[config.mk]
export PLATFORM = sky130hd
export DESIGN_NAME = altr_hps_sb_ser
export DESIGN_NICKNAME = d
export VERILOG_FILES = /design/src/rtl/altr_hps_sb_pkg.sv /design/src/rtl/altr_hps_sb_tick.sv /design/src/rtl/altr_hps_sb_ser.sv
export SDC_FILE = /design/constraint.sdc
export NUM_CORES = 1
export LEC_CHECK = 0
export CAP_MARGIN = 0
export CORE_MARGIN = 2
export CORE_UTILIZATION = 47
export CTS_CLUSTER_SIZE = 10
export DETAILED_ROUTE_END_ITERATION = 6
export PLACE_DENSITY_LB_ADDON = 0.3
export SYNTH_ARGS = -nofsm -noshare
export SYNTH_HDL_FRONTEND = slang
export SYNTH_SLANG_ARGS = --single-unit
[constraint.sdc]
create_clock -name clk -period 1.25 [get_ports clk]
set_input_delay 0.25 -clock clk [delete_from_list [all_inputs] [get_ports clk]]
set_output_delay 0.25 -clock clk [all_outputs]
set_load 0.1 [all_outputs]
[src/rtl/altr_hps_sb_pkg.sv]
// Shared definitions for the HPS sideband serial link (transmitter and receiver).
package altr_hps_sb_pkg;

  typedef enum logic [2:0] {
    ST_IDLE,
    ST_START,
    ST_DATA,
    ST_PARITY,
    ST_STOP,
    ST_GAP
  } sb_state_e;

  localparam logic SB_IDLE_LVL  = 1'b1;
  localparam logic SB_START_LVL = 1'b0;

  // Bits needed to hold max_val, never narrower than one bit.
  function automatic int sb_cnt_w(input int max_val);
    return (max_val < 1) ? 1 : $clog2(max_val + 1);
  endfunction

endpackage

[src/rtl/altr_hps_sb_tick.sv]
// Bit-time tick counter: bit_end flags the last clk of each CLKS_PER_BIT-long bit-time.
module altr_hps_sb_tick
  import altr_hps_sb_pkg::*;
#(
  parameter int CLKS_PER_BIT = 4
) (
  input  logic clk,
  input  logic rst_n,
  input  logic restart,
  output logic bit_end
);

  localparam int TW = sb_cnt_w(CLKS_PER_BIT - 1);
  localparam logic [TW-1:0] TICK_LAST = TW'(CLKS_PER_BIT - 1);

  logic [TW-1:0] tick;

  assign bit_end = (tick == TICK_LAST);

  // NOTE: sequential state is updated with non-blocking assignments so every flop
  // samples the pre-edge values, independent of block evaluation order.
  always_ff @(posedge clk or negedge rst_n) begin
    if (!rst_n) begin
      tick <= '0;
    end else if (restart || bit_end) begin
      tick <= '0;
    end else begin
      tick <= tick + 1'b1;
    end
  end

endmodule

[src/rtl/altr_hps_sb_ser.sv]
// Sideband serializer: accepts a word on valid/ready and sends start, data (LSB first),
// optional even parity, stop and optional idle-gap bits on a registered sb_out.
module altr_hps_sb_ser
  import altr_hps_sb_pkg::*;
#(
  parameter int DATA_W       = 8,
  parameter int CLKS_PER_BIT = 4,
  parameter int PARITY_EN    = 1,
  parameter int IDLE_GAP     = 1
) (
  input  logic              clk,
  input  logic              rst_n,
  input  logic              tx_valid,
  input  logic [DATA_W-1:0] tx_data,
  output logic              tx_ready,
  output logic              sb_out,
  output logic              busy
);

  localparam int BIT_LAST = DATA_W - 1;
  localparam int GAP_LAST = (IDLE_GAP > 0) ? IDLE_GAP - 1 : 0;
  localparam int CNT_MAX  = (BIT_LAST > GAP_LAST) ? BIT_LAST : GAP_LAST;
  localparam int BW       = sb_cnt_w(CNT_MAX);

  sb_state_e         state, state_nxt;
  logic [DATA_W-1:0] shift;
  logic [BW-1:0]     bit_cnt;
  logic              bit_last;
  logic              parity_q;
  logic              line_lvl;
  logic              bit_end;
  logic              accept;

  assign tx_ready = (state == ST_IDLE);
  assign busy     = ~tx_ready;
  assign accept   = tx_valid && tx_ready;

  // The bit counter serves the data bits and, reused, the idle-gap bit-times.
  assign bit_last = (state == ST_GAP) ? (bit_cnt == BW'(GAP_LAST))
                                      : (bit_cnt == BW'(BIT_LAST));

  altr_hps_sb_tick #(
    .CLKS_PER_BIT(CLKS_PER_BIT)
  ) u_tick (
    .clk    (clk),
    .rst_n  (rst_n),
    .restart(state == ST_IDLE),
    .bit_end(bit_end)
  );

  // NOTE: every signal written here gets a default first, so no path leaves it
  // unassigned and no latch is inferred.
  always_comb begin
    state_nxt = state;
    line_lvl  = SB_IDLE_LVL;
    unique case (state)
      ST_IDLE: begin
        if (accept) state_nxt = ST_START;
      end
      ST_START: begin
        line_lvl = SB_START_LVL;
        if (bit_end) state_nxt = ST_DATA;
      end
      ST_DATA: begin
        line_lvl = shift[0];
        if (bit_end && bit_last) state_nxt = (PARITY_EN != 0) ? ST_PARITY : ST_STOP;
      end
      ST_PARITY: begin
        line_lvl = parity_q;
        if (bit_end) state_nxt = ST_STOP;
      end
      ST_STOP: begin
        if (bit_end) state_nxt = (IDLE_GAP > 0) ? ST_GAP : ST_IDLE;
      end
      ST_GAP: begin
        if (bit_end && bit_last) state_nxt = ST_IDLE;
      end
      default: state_nxt = ST_IDLE;
    endcase
  end

  always_ff @(posedge clk or negedge rst_n) begin
    if (!rst_n) begin
      state <= ST_IDLE;
    end else begin
      state <= state_nxt;
    end
  end

  always_ff @(posedge clk or negedge rst_n) begin
    if (!rst_n) begin
      shift    <= '0;
      parity_q <= 1'b0;
    end else if (accept) begin
      shift    <= tx_data;
      parity_q <= ^tx_data;
    end else if ((state == ST_DATA) && bit_end) begin
      shift <= shift >> 1;
    end
  end

  always_ff @(posedge clk or negedge rst_n) begin
    if (!rst_n) begin
      bit_cnt <= '0;
    end else if (bit_end && ((state == ST_DATA) || (state == ST_GAP))) begin
      bit_cnt <= bit_last ? '0 : bit_cnt + 1'b1;
    end
  end

  // Registered line: sb_out follows the state level one clk later, so the start bit
  // appears on the edge after the accept edge and the line is glitch-free.
  always_ff @(posedge clk or negedge rst_n) begin
    if (!rst_n) begin
      sb_out <= SB_IDLE_LVL;
    end else begin
      sb_out <= line_lvl;
    end
  end

endmodule

==> results.md, run 1 <==
* Overflow after GRT at 0
* Post-placement cell count at 148
* Routed Wire Length at 2.99 mm
* Fin util at 82.6%
* Total number of vias at 910
* Vias in the first global route at 933
* WP data arrival at 1370 ps
* HPWL after DPL at 1.54 mm
* Setup WS pre-CTS at -386 ps
* Die extent in y at 50.2 µm
* Count leader, synth: dfrtp_1
* Leakage at 0.705 nW
* Crit. End Element: primary output
* Status: complete, but fails checks
* Synth Instances at 98
* Top Usage Layer GRT: met2
* First-pass GRT wire length at 4.33 mm
* Final setup TNS at -4150 ps
* Dpl cell area at 0.00132 mm²
* Gr usage total at 22.8%
* F_max at 619 MHz
* Nets at 154
* Core footprint at 0.00198 mm²
* Total net switching power at 0.358 mW
* Iteration-0 DRC Markers at 15
* Fin area at 0.00164 mm²
* Max FO, Critical Path at 3
* Max-cap violations at 0
* Num CTS Buffers at 3
* Fin. max-slew vios at 0
* Final cell count without fillers at 165
* DR WL/cell at 18.1 µm
* Syn avg cell area at 10.3 µm²
* M1 GR Usage at 28.8%
* Peak VDD IR at 554 µV
* Main flop type after synthesis: dfrtp_1
* Gate power share at 21.7%
* Synth top cells by count: dfrtp_1, nor2_1, a21oi_1, mux2i_1, xnor2_1
* Violations in the final reports: negative setup slack
* Synth unique cells at 30
* Area growth syn-to-layout at 62.9%
* Sequential area share after synthesis at 45.0%
* Crit Path Category: register to primary output
* Antenna violations before repair at 0
* Final Setup Violations at 17
* Switching part of the total power at 27.8%
* Clock Sink Count at 18
* Cell Pwr Density at 788 mW/mm²
* Share of layout cells above drive strength 1 at 48.6%
* Port Buf Inserts at 13
* Clock Pin Slew Worst Setup and Hold Paths at 120 ps
* Worst hold margin at 260 ps
* Internal power at 0.931 mW
* R2R Setup Slk at -310 ps
* Period minus WS final at 1620 ps
* Async S/R FF share, synth at 100%
* GR Util met2 at 39.7%
* GRT met3 Usage at 2.98%
* Synth area leader: dfrtp_1
* DRT Pass-1 Iters at 5
* Worst Setup Start Kind: register
* Post-route ant nets at 0
* Worst skew pair latency at 310 ps
* Root Driver: clkbuf_4
* Total power at 1.29 mW
* Synthesized Nets at 113
* Synthesis Warnings at 0
* I/O pins at 14
* Final Worst Setup Slack at -365 ps
* Vias per std cell at 5.52
* H-tree lvl count at 1
* Clock skew at 13.5 ps
* R2r worst-path depth at 6
* Reg power frac at 48.7%
* RSZ-0062 raised after global routing: true
* Initial Utilization at 50.7%
* Mapped cell area at 0.00100 mm²
* Die Width at 50.2 µm
* Area contributors post-synth: dfrtp_1, mux2i_1, xnor2_1, ha_1, nor2_1
* Worst-case clock buffer depth at 2
* CP required at 1000 ps
* Flops & latches, synth at 18
* Fin. Hold Viols at 0
* Worst Max-Slew Pin Slew at 249 ps
* # diodes at 0
* TritonCTS clock tree: built
* Worst hold-check path type: input pin to async pin
* Final period util at 129%
* Power share of the clock group at 29.6%
* Multi-input gate area at 647 µm²
* GPL Wtd Cong at 0.769
* DRC at 0
* Die area at 0.00252 mm²
* Register area at 454 µm²
* Max-slew headroom at 83.3%
* Pin count of the biggest net entering global routing at 19
* Number of enable flip-flop cells after synthesis at 0
* Post-synth top area share at 42.3%
* Fill cells at 104
* Num rows at 16
## per-layer routing
metal	vias up	wire length [µm]
li1	417	-
met1	428	1190
met2	45	1470
met3	20	183
met4	0	139
met5	-	0
## worst max-delay path: stages, from the launching register on
cell and delay (ps):
dfrtp_2 440, buf_12 130, nor3_4 210, buf_6 130, buf_12 160
## what timing repair did
action                                 in CTS  in global routing
setup endpoints to repair                  18                 19
pin swaps                                  12                  7
endpoints found under the hold margin       0                  0
cloned                                      1                  0
setup buffers                               9                  4
gates resized for setup                    29                 21
hold buffers                                0                  0
## layout make-up
| cell class | count | share of cell area, % |
|---|---|---|
| clock buffers | 4 | 2.22 |
| inverters | 4 | 1.07 |
| multi-input cells | 70 | 39.5 |
| flip-flops and latches | 18 | 27.8 |
| well taps | 27 | 2.06 |
| repair buffers | 42 | 27.4 |
## flip-flops by register name, summed over array words and instances, names as in the netlist
signal,flops
bit_cnt,3
parity_q,1
sb_out,1
shift,8
state,3
u_tick.tick,2
## path summary, 6_finish.rpt
path	startpoint	to
min in group clk	u_tick.tick[0]	u_tick.tick[0]
max in group asynchronous	rst_n	sb_out
setup reg to reg	state[1]	shift[3]
hold reg to reg	u_tick.tick[0]	u_tick.tick[0]
setup / recovery	state[2]	tx_ready
hold / removal	rst_n	shift[0]
## cell families after synthesis
group | synth area share, %
muxes | 8.09
DFF | 45.0
AOI/OAI and AO/OA | 13.7
buffers and inverters | 5.48
xor gates and xnor gates | 6.97
and+or+nand+nor | 15.8
adders and majority gates | 4.98
## power groups by stage
stage	Sequential, mW	Combinational, mW	Clock [mW]
floorplan	0.630	0.140	0
global placement	0.634	0.227	0
detailed placement	0.636	0.235	0
CTS	0.623	0.258	0.369
global route	0.629	0.302	0.406
finish	0.628	0.280	0.381
## placed cells by master, fill, tap and decap left out, types with 2 or more instances in the layout
master	instances
nor3_4	2
dfrtp_2	2
nor2b_4	2
clkbuf_4	3
buf_6	12
xnor2_1	7
a211oi_2	2
dfrtp_1	15
clkdlybuf4s50_1	10
mux2i_1	7
nand3_2	2
a211oi_4	2
a22o_1	2
ha_4	2
buf_12	5
nand2_1	4
nor2_1	8
buf_4	15
a21oi_1	7
inv_1	3
No activity file was read; power rests on OpenSTA's default activity.
==> run 2, diff against run 1 <==
--- a/config.mk
+++ b/config.mk
@@ -8,9 +8,10 @@
 export CAP_MARGIN = 0
 export CORE_MARGIN = 2
 export CORE_UTILIZATION = 47
-export CTS_CLUSTER_SIZE = 10
+export CTS_CLUSTER_SIZE = 24
 export DETAILED_ROUTE_END_ITERATION = 6
 export PLACE_DENSITY_LB_ADDON = 0.3
+export SKIP_LAST_GASP = 1
 export SYNTH_ARGS = -nofsm -noshare
 export SYNTH_HDL_FRONTEND = slang
 export SYNTH_SLANG_ARGS = --single-unit
==> run 2 against run 1 <==
  * Largest power group unchanged
  * Critical endpoint unchanged
  * The run still ends with negative setup slack left
  * Maximum frequency is 1.1% lower
  * Total power decreased by 1.9%
  * Clock skew shrank 8.5 ps
  * Cell count stayed put
  * Via count down 1.9%
  * Combinational power about the same
==> results.md, run 2 (synthesized netlist as in run 1, its figures left out) <==
* Leakage at 0.695 nW
* Max FO, Critical Path at 3
* Area growth syn-to-layout at 61.1%
* Post-route ant nets at 0
* First-pass GRT wire length at 4.33 mm
* Worst Max-Slew Pin Slew at 243 ps
* R2r worst-path depth at 6
* Iteration-0 DRC Markers at 18
* TritonCTS clock tree: built
* Largest Register: shift
* Worst hold margin at 310 ps
* Largest register FFs at 8
* Clock Pin Slew Worst Setup and Hold Paths at 110 ps
* Crit. End Element: primary output
* Commonest non-fill, non-tap cell in the layout: buf_4
* Most frequent cells in the layout: buf_4, dfrtp_1, clkdlybuf4s50_1, buf_6, nor2_1
* Die area at 0.00252 mm²
* Fin util at 81.7%
* Post-CTS Hold Fix Bufs at 0
* CP required at 1000 ps
* Vias in the first global route at 933
* Status: complete, but fails checks
* Worst setup path startpoint: state[2]
* Nets at 154
* GPL Wtd Cong at 0.769
* Final cell count without fillers at 165
* # diodes at 0
* RSZ-0062 raised after global routing: true
* Violations in the final reports: negative setup slack
* Max-cap violations at 0
* DRT Pass-1 Iters at 4
* HPWL after DPL at 1.54 mm
* Share of layout cells above drive strength 1 at 47.8%
* Core footprint at 0.00198 mm²
* Clock Sink Count at 18
* DR WL/cell at 17.3 µm
* Num rows at 16
* Peak VDD IR at 574 µV
* Final Worst Setup Slack at -383 ps
* Largest regs: shift: 8 flops, bit_cnt: 3 flops, state: 3 flops
* Pin count of the biggest net entering global routing at 19
* DRC at 0
* Max-slew headroom at 83.7%
* Post-placement cell count at 148
* H-tree lvl count at 1
* F_max at 612 MHz
* Setup WS pre-CTS at -386 ps
* Worst-case clock buffer depth at 2
* Vias per std cell at 5.41
* Die Width at 50.2 µm
* Period minus WS final at 1630 ps
* Origin of the critical flop-to-flop path: state[0]
* Total number of vias at 893
* Cell Pwr Density at 781 mW/mm²
* Gr usage total at 22.8%
* Initial Utilization at 50.7%
* Routed Wire Length at 2.85 mm
* Die extent in y at 50.2 µm
* Overflow after GRT at 0
* Worst hold-check path type: input pin to async pin
* Final period util at 131%
* Antenna violations before repair at 0
* Crit Path Category: register to primary output
* Worst skew pair latency at 290 ps
* I/O pins at 14
* Port Buf Inserts at 13
* Clock skew at 4.95 ps
* Final Setup Violations at 18
* Fin. max-slew vios at 0
* Root Driver: clkbuf_4
* Worst Setup Start Kind: register
* Fin. Hold Viols at 0
* WP data arrival at 1380 ps
* Num CTS Buffers at 3
==> run 2: cell counts in the layout (fill, tap and decap cells not counted) <==
Identical to the previous run, type by type.
==> run 2: repair_timing <==
item,4_1_cts,5_1_grt
pin swaps,12,7
setup buffers,9,4
setup endpoints to repair,18,19
resized for setup,29,17
gates cloned,1,0
==> run 2: final timing paths <==
path | endpoint | slack (ps)
hold / removal | bit_cnt[0] | 310
setup / recovery | tx_ready | -380
min in group clk | u_tick.tick[0] | 520
hold reg to reg | u_tick.tick[0] | 520
max in group asynchronous | sb_out | 680
setup reg to reg | bit_cnt[0] | -340
==> run 2: worst max-delay path: stages (launching register included) <==
cell and delay, ps:
dfrtp_2 450, buf_12 140, nor3_4 210, buf_6 130
buf_12 160
==> run 2: per-stage QoR <==
stage / total power [mW] / instance area, µm² / TNS [ps]
floorplan: 0.770 / 1040 / -2640
global placement: 0.862 / 1320 / -3050
detailed placement: 0.871 / 1320 / -3570
CTS: 1.25 / 1540 / -3670
global route: 1.32 / 1620 / -5250
finish: 1.26 / 1620 / -4430
==> run 2: report_power, final <==
group | internal, mW | total (mW) | switching [mW]
registers | 0.609 | 0.627 | 0.0178
clock network | 0.178 | 0.361 | 0.183
logic | 0.143 | 0.277 | 0.134
total | 0.930 | 1.26 | 0.335
==> run 2: final cells by class <==
cell class                 instances  area [µm²]
inverter                           4        17.5
timing repair buffer              42         440
multi-input combinational         70         637
sequential                        18         454
tap                               27        33.8
clock buffer                       4        36.3
fill                             104         363
==> run 2: layer usage <==
metal | vias up | share of wire (%) | GRT usage (%)
met2 | 22 | 51 | 39.7
met1 | 444 | 44 | 28.8
met5 | - | 0 | 0
met3 | 8 | 3.0 | 2.98
li1 | 419 | - | -
met4 | 0 | 2.3 | 8.33
